`config.mk`:
```
export PLATFORM = sky130hd
export DESIGN_NAME = ceespu_mem_arbiter
export DESIGN_NICKNAME = d
export VERILOG_FILES = /design/src/rtl/ceespu_pkg.sv /design/src/rtl/ceespu_mem_arbiter.sv
export SDC_FILE = /design/constraint.sdc
export NUM_CORES = 1
export LEC_CHECK = 0
export ABC_CLOCK_PERIOD_IN_PS = 2050
export CORE_UTILIZATION = 36
export DETAILED_ROUTE_END_ITERATION = 8
export PLACE_DENSITY = 0.79
export SKIP_CTS_REPAIR_TIMING = 1
export SYNTH_ARGS = -nofsm -noshare
export SYNTH_HDL_FRONTEND = slang
export SYNTH_SLANG_ARGS = --single-unit
```
`constraint.sdc`:
```
create_clock -name I_clk -period 2.05 [get_ports I_clk]
set_clock_uncertainty 0.2 [all_clocks]
set_input_delay 0.41 -clock I_clk [delete_from_list [all_inputs] [get_ports I_clk]]
set_output_delay 0.41 -clock I_clk [all_outputs]
set_load 0.03 [all_outputs]
```
`src/rtl/ceespu_pkg.sv`:
```
// ceespu_pkg: shared constants and types for the CEESPU memory arbiter.
//   arb_state_e    : owner of the in-flight memory access (IDLE/FETCH/DATA)
//   ARB_FAIR_LIMIT : consecutive data wins over a pending fetch before fetch is forced
package ceespu_pkg;

  localparam int unsigned MEM_AW         = 14;
  localparam int unsigned MEM_DW         = 32;
  localparam int unsigned MEM_BE         = 4;
  localparam int unsigned FAIR_CNT_W     = 3;
  localparam int unsigned ARB_FAIR_LIMIT = 4;

  typedef enum logic [1:0] {
    ST_IDLE  = 2'd0,
    ST_FETCH = 2'd1,
    ST_DATA  = 2'd2
  } arb_state_e;

endpackage : ceespu_pkg

```
`src/rtl/ceespu_mem_arbiter.sv`:
```
// ceespu_mem_arbiter: shares one synchronous single-port memory between the
// instruction fetch and the execute-stage load/store port.
//   I_clk, I_rst                 : clock, synchronous active-high reset
//   I_fetch*                     : fetch word-read request
//   I_data*                      : load/store request (I_dataWe==0 means load)
//   I_memRdata                   : memory read data, one cycle after the access
//   O_mem*                       : memory port, driven in the grant cycle
//   O_fetchData/O_fetchValid     : fetch response (held between responses)
//   O_dataRdata/O_dataValid      : data response (held between load responses)
//   O_stallFetch/O_stallData     : request not granted this cycle
// Optional feature: define CEESPU_ARB_FAIRNESS_EN to stop data from starving
// fetch indefinitely; otherwise data has strict priority.
module ceespu_mem_arbiter
  import ceespu_pkg::*;
(
  input  logic        I_clk,
  input  logic        I_rst,
  input  logic        I_fetchReq,
  input  logic [13:0] I_fetchAddr,
  input  logic        I_dataReq,
  input  logic [3:0]  I_dataWe,
  input  logic [31:0] I_dataAddr,
  input  logic [31:0] I_dataWdata,
  input  logic [31:0] I_memRdata,
  output logic        O_memE,
  output logic [3:0]  O_memWe,
  output logic [13:0] O_memAddr,
  output logic [31:0] O_memWdata,
  output logic [31:0] O_fetchData,
  output logic        O_fetchValid,
  output logic [31:0] O_dataRdata,
  output logic        O_dataValid,
  output logic        O_stallFetch,
  output logic        O_stallData
);

  arb_state_e  state_q, state_d;
  logic        rd_q, rd_d;          // in-flight data access is a load
  logic        fetch_grant, data_grant;
  logic        fetch_turn;
  logic [31:0] fetch_data_q, data_rdata_q;

  // Byte-offset and upper address bits are outside the 64 KiB memory.
  logic unused_addr_bits;
  assign unused_addr_bits = ^{I_dataAddr[31:16], I_dataAddr[1:0]};

`ifdef CEESPU_ARB_FAIRNESS_EN
  logic [FAIR_CNT_W-1:0] fair_cnt_q, fair_cnt_d;

  assign fetch_turn = (fair_cnt_q == FAIR_CNT_W'(ARB_FAIR_LIMIT));

  // Count data wins while fetch waits; any fetch win or idle fetch clears it.
  always_comb begin
    fair_cnt_d = fair_cnt_q;
    if (!I_fetchReq || fetch_grant) begin
      fair_cnt_d = '0;
    end else if (data_grant) begin
      fair_cnt_d = fair_cnt_q + FAIR_CNT_W'(1);
    end
  end

  always_ff @(posedge I_clk) begin
    if (I_rst) begin
      fair_cnt_q <= '0;
    end else begin
      fair_cnt_q <= fair_cnt_d;
    end
  end
`else
  assign fetch_turn = 1'b0;
`endif

  // Grant: data wins unless fetch has waited its turn out.
  assign data_grant  = I_dataReq & ~(I_fetchReq & fetch_turn);
  assign fetch_grant = I_fetchReq & ~data_grant;

  // State register.
  always_ff @(posedge I_clk) begin
    if (I_rst) begin
      state_q <= ST_IDLE;
      rd_q    <= 1'b0;
    end else begin
      state_q <= state_d;
      rd_q    <= rd_d;
    end
  end

  // Next state: the owner granted this cycle.
  always_comb begin
    state_d = ST_IDLE;
    rd_d    = 1'b0;
    if (data_grant) begin
      state_d = ST_DATA;
      rd_d    = (I_dataWe == 4'b0000);
    end else if (fetch_grant) begin
      state_d = ST_FETCH;
    end
  end

  // Outputs: memory port from the grant, responses from the registered owner.
  // A response still in flight when reset asserts is suppressed.
  always_comb begin
    O_memE       = fetch_grant | data_grant;
    O_memAddr    = data_grant ? I_dataAddr[15:2] : I_fetchAddr;
    O_memWe      = data_grant ? I_dataWe : 4'b0000;
    O_memWdata   = I_dataWdata;
    O_stallFetch = I_fetchReq & ~fetch_grant;
    O_stallData  = I_dataReq & ~data_grant;
    O_fetchValid = (state_q == ST_FETCH) & ~I_rst;
    O_dataValid  = (state_q == ST_DATA) & ~I_rst;
    O_fetchData  = O_fetchValid ? I_memRdata : fetch_data_q;
    O_dataRdata  = (O_dataValid & rd_q) ? I_memRdata : data_rdata_q;
  end

  // Held response words.
  always_ff @(posedge I_clk) begin
    if (I_rst) begin
      fetch_data_q <= '0;
      data_rdata_q <= '0;
    end else begin
      if (O_fetchValid) begin
        fetch_data_q <= I_memRdata;
      end
      if (O_dataValid && rd_q) begin
        data_rdata_q <= I_memRdata;
      end
    end
  end

endmodule : ceespu_mem_arbiter

```
Word-level counts from Yosys, hierarchy flattened
Cells that the tools add are included.
{"block": "totals", "out_inout_bits": 119, "ff_bits": 67, "inputBits": 118, "wordCells": 26}
{"block": "op_classes", "reduce_logical": 4, "eq_ne": 2, "bitwise": 9, "mux": 6}
{"operator": "$mux 32", "count": 2}
{"operator": "$mux 14", "count": 1}
{"operator": "$and 1x1->1", "count": 5}
{"operator": "$logic_not 4->1", "count": 1}
{"operator": "$mux 4", "count": 1}
{"operator": "$reduce_or 2->1", "count": 2}
{"operator": "$not 1->1", "count": 3}
{"operator": "$eq 2x1->1 const B", "count": 1}
{"operator": "$eq 2x2->1 const B", "count": 1}
{"operator": "$mux 2", "count": 1}
{"operator": "$logic_and 1x1->1", "count": 1}
{"operator": "$mux 1", "count": 1}
{"operator": "$or 1x1->1", "count": 1}

Logic depth before layout (Yosys ltp)
{"block": "logic_depth", "word_depth": 4, "mapped_depth": 5, "depth_no_buf": 3}

Worst setup path after synthesis
OpenSTA, ideal clock, no wires.
{"block": "synth_path", "path_kind": "input to output", "startpoint": "in I_rst", "endpoint": "out O_dataRdata[0]", "path_stages": 5, "required_ns": 1.440, "path_buffers": 2, "path_slack_ns": -0.393, "t_arrival_ns": 1.833, "cell_sequence": "nor3b_2 -> and2_1 -> buf_2 -> buf_4 -> mux2_1"}
{"block": "synth_between", "elab_chain_cells": 4}
{"item": "from (decl)", "line_no": "ceespu_mem_arbiter.sv:17", "rtl": "input logic I_rst,"}
{"item": "$not 1->1", "line_no": "ceespu_mem_arbiter.sv:110", "rtl": "O_dataValid = (state_q == ST_DATA) & ~I_rst;"}
{"item": "$and 1x1->1", "line_no": "ceespu_mem_arbiter.sv:110"}
{"item": "$and 1x1->1", "line_no": "ceespu_mem_arbiter.sv:112", "rtl": "O_dataRdata = (O_dataValid & rd_q) ? I_memRdata : data_rdata_q;"}
{"item": "$mux 32", "line_no": "ceespu_mem_arbiter.sv:112"}
{"item": "to (decl)", "line_no": "ceespu_mem_arbiter.sv:31", "rtl": "output logic [31:0] O_dataRdata,"}
No other way between the ends.

Worst setup path in the final report
{"block": "layout_path", "startpoint": "reg state_q[1]", "endpoint": "out O_dataRdata[29]"}
{"block": "layout_between", "elab_chain_cells": 4}
{"item": "from (decl)", "line_no": "ceespu_mem_arbiter.sv:37", "rtl": "arb_state_e state_q, state_d;"}
{"item": "from (signal assigned)", "line_no": "ceespu_mem_arbiter.sv:83", "rtl": "state_q <= state_d;"}
{"item": "$eq 2x2->1", "line_no": "ceespu_mem_arbiter.sv:110"}
{"item": "$and 1x1->1", "line_no": "ceespu_mem_arbiter.sv:110"}
{"item": "$and 1x1->1", "line_no": "ceespu_mem_arbiter.sv:112"}
{"item": "$mux 32", "line_no": "ceespu_mem_arbiter.sv:112"}
No other way between the ends.

==> metrics <==
status=finished, violations left; failing checks=negative setup slack; Post-synth top cells=nand2_1, dfxtp_1, a21oi_1; Clock Tree Buf Depth=2; Clock Sinks=between 60 and 70; initial antenna violation count=0; Core Region=9370 µm²; Syn Inst Count=around 420; Critical Path AT=1.78 ns; Post-Layout Inst Area=about 6000 µm²; die area=roughly 10000 µm²; max-cap check violation count=0; via count=approximately 3500; Static Leak=between 2 and 2.5 nW; setup TNS=-18.03 ns; P_int=2.15 mW; FMAX=about 420 MHz; share of cells above drive strength 1=0.393; reg-to-reg slack, setup=0.49 ns; fin crit period=about 2.4 ns; Critical Path Source=state_q[1]$_SDFF_PP0_; DRT Pass-1 Iters=4; Reg power frac=0.449; global-route wire length before repair=roughly 16 mm; Req. time, crit path=~1.4 ns; post-synth top area cell=dfxtp_1; vias in the first global route=roughly 3400; routed wire length=about 11 mm; DP Area=approximately 5400 µm²; syn avg cell area=around 8.4 µm²; port buffer count=153; remaining antenna violation count=0; register area share after synthesis=0.381; Setup crit start kind=flop; clock-pin slew on the worst setup and hold paths=~0.07 ns; H-Tree Depth=3; Synth Cell Area=approximately 3500 µm²; HP Class=reg2reg; total CTS buffers=9; Post-Layout Cell Count=approximately 700; diode count=0; total congestion overflow=0; GPL Wtd Cong=between 0.7 and 0.8; initial core utilization=0.376; Worst Setup EP=O_dataRdata[29]; Distinct cells, synth=20; Setup-failing EPs final=64; fillcell total=approximately 780; R2R depth=5; nature of the critical path endpoint=primary output; Gate power share=0.218; Post-synth top flop=dfxtp_1; gr usage total=0.203; P_sw=0.823 mW; count leader, synth=nand2_1; R2R Path End=data_rdata_q[11]$_SDFFE_PP0P_; CTS tree=done; unrepaired setup endpoints after global routing=true; FF+latch count, synth=67; Wirelength per Cell=16.2 µm; Post-synth EDFFs=0; Die Width=a little over 100 µm; Area contributors post-synth=dfxtp_1, mux2_2, nand2_1; Crit Path Max Fanout=9; Post-synth ARST share=0; pin count of the biggest net entering global routing=67; hpwl dp=about 8 mm; IR drop worst, VDD=about 0.32 mV; Ys Warns=0; Net Sw Frac=0.277; Final WS setup=-0.338 ns; clock root buffer=clkbuf_8; Die H=approximately 100 µm; initial DRC count=100; final worst path period share=1.16; pwr/cell area=roughly 500 nW/µm²; clock power share=0.333; WHS=0.258 ns; FP Rows=35; synthesis-to-finish area growth=68.5%; Via density=around 5.0; top cell type's share of synthesized area=0.381; RR Startpoint=state_q[0]$_SDFF_PP0_; multi-input logic area=around 2100 µm²; hold violation total from the final report=0; crit path kind=reg2out; Final #Nets=around 690; Placed Instances=roughly 680; Worst-Skew Late Latency=roughly 0.32 ns; Residual DRC=0; Slew Limit Fails=0; Syn Nets=~540; max_slew headroom=0.542; slew at the pin closest to its max-slew limit=0.688 ns; I/O pins=237; Pwr Total=about 3 mW; FF/Latch Area=between 1000 and 1500 µm²
-- power by group through the flow --
stage	Combinational [mW]	Clock (mW)	Sequential, mW
floorplan	0.373	0	1.36
global placement	0.598	0	1.36
detailed placement	0.604	0	1.36
CTS	0.607	1.02	1.33
global route	0.681	1.09	1.34
finish	0.650	0.991	1.34
-- per-layer routing --
| metal | wire [µm] | track usage |
|---|---|---|
| met4 | 254 | 0.0803 |
| met2 | 6090 | 0.388 |
| met1 | 4310 | 0.214 |
| met3 | 722 | 0.0472 |
| met5 | 0 | 0 |
-- how the worst min path moves through the flow --
stage,from,to,depth (start not counted)
2_1_floorplan,data_rdata_q[27]$_SDFFE_PP0P_,data_rdata_q[27]$_SDFFE_PP0P_,2
3_3_place_gp,fetch_data_q[6]$_SDFF_PP0_,fetch_data_q[6]$_SDFF_PP0_,2
3_5_place_dp,data_rdata_q[29]$_SDFFE_PP0P_,data_rdata_q[29]$_SDFFE_PP0P_,2
4_1_cts,data_rdata_q[29]$_SDFFE_PP0P_,data_rdata_q[29]$_SDFFE_PP0P_,2
5_1_grt,data_rdata_q[26]$_SDFFE_PP0P_,data_rdata_q[26]$_SDFFE_PP0P_,2
6_report,fetch_data_q[22]$_SDFF_PP0_,fetch_data_q[22]$_SDFF_PP0_,2
-- layout by cell type (no fill, tap or decap), drive strengths merged --
| cell type | netlist | final |
|---|---|---|
| a21oi | 64 | 64 |
| and2 | 7 | 7 |
| and3b | 1 | 1 |
| buf | 42 | 119 |
| clkbuf | 22 | 17 |
| clkdlybuf4s50 | 0 | 65 |
| clkinv | 0 | 2 |
| clkinvlp | 0 | 2 |
| conb | 1 | 1 |
| dfxtp | 67 | 67 |
| dlymetal6s2s | 0 | 14 |
| inv | 0 | 1 |
| mux2 | 78 | 78 |
| nand2 | 128 | 128 |
| nand2b | 1 | 1 |
| nand3b | 1 | 1 |
| nor2 | 1 | 1 |
| nor2b | 2 | 2 |
| nor3b | 2 | 2 |
| nor4 | 1 | 1 |
| or2 | 1 | 1 |
-- registers in the layout (all words and copies together) (netlist names) --
name and cells:
rd_q 1, fetch_data_q 32, data_rdata_q 32, state_q 2
-- final cells by class --
| type | count | area share |
|---|---|---|
| multi-input combinational | 288 | 0.348 |
| timing repair buffer | 204 | 0.368 |
| clock buffer | 11 | 0.0238 |
| sequential | 67 | 0.227 |
| clock inverter | 5 | 0.00633 |
| tap | 129 | 0.0272 |
-- worst max-delay path, cell delays in order (launching register included) --
cell,delay (ns)
dfxtp_2,0.36
nor3b_4,0.20
and2_4,0.25
buf_12,0.16
mux2_4,0.30
buf_2,0.18
-- kinds of logic (layout without fill, tap and decap cells) --
kind of cell,count (synthesis),count (layout),share of synthesized area
AOI/OAI and AO/OA,64,64,0.0909
muxes,78,78,0.249
DFF,67,67,0.381
other,1,1,0.00106
and+or+nand+nor,145,145,0.170
buffers and inverters,64,220,0.108
-- stage by stage --
| step | setup WS [ns] | utilization |
|---|---|---|
| after global placement | -0.610 | 0.577 |
| after CTS | -0.863 | 0.596 |
| after global routing | -0.396 | 0.633 |
| after detailed placement | -0.658 | 0.577 |
| final | -0.338 | 0.633 |
| after floorplan | -0.147 | - |
Note: power is estimated with default switching activity, not from simulation.
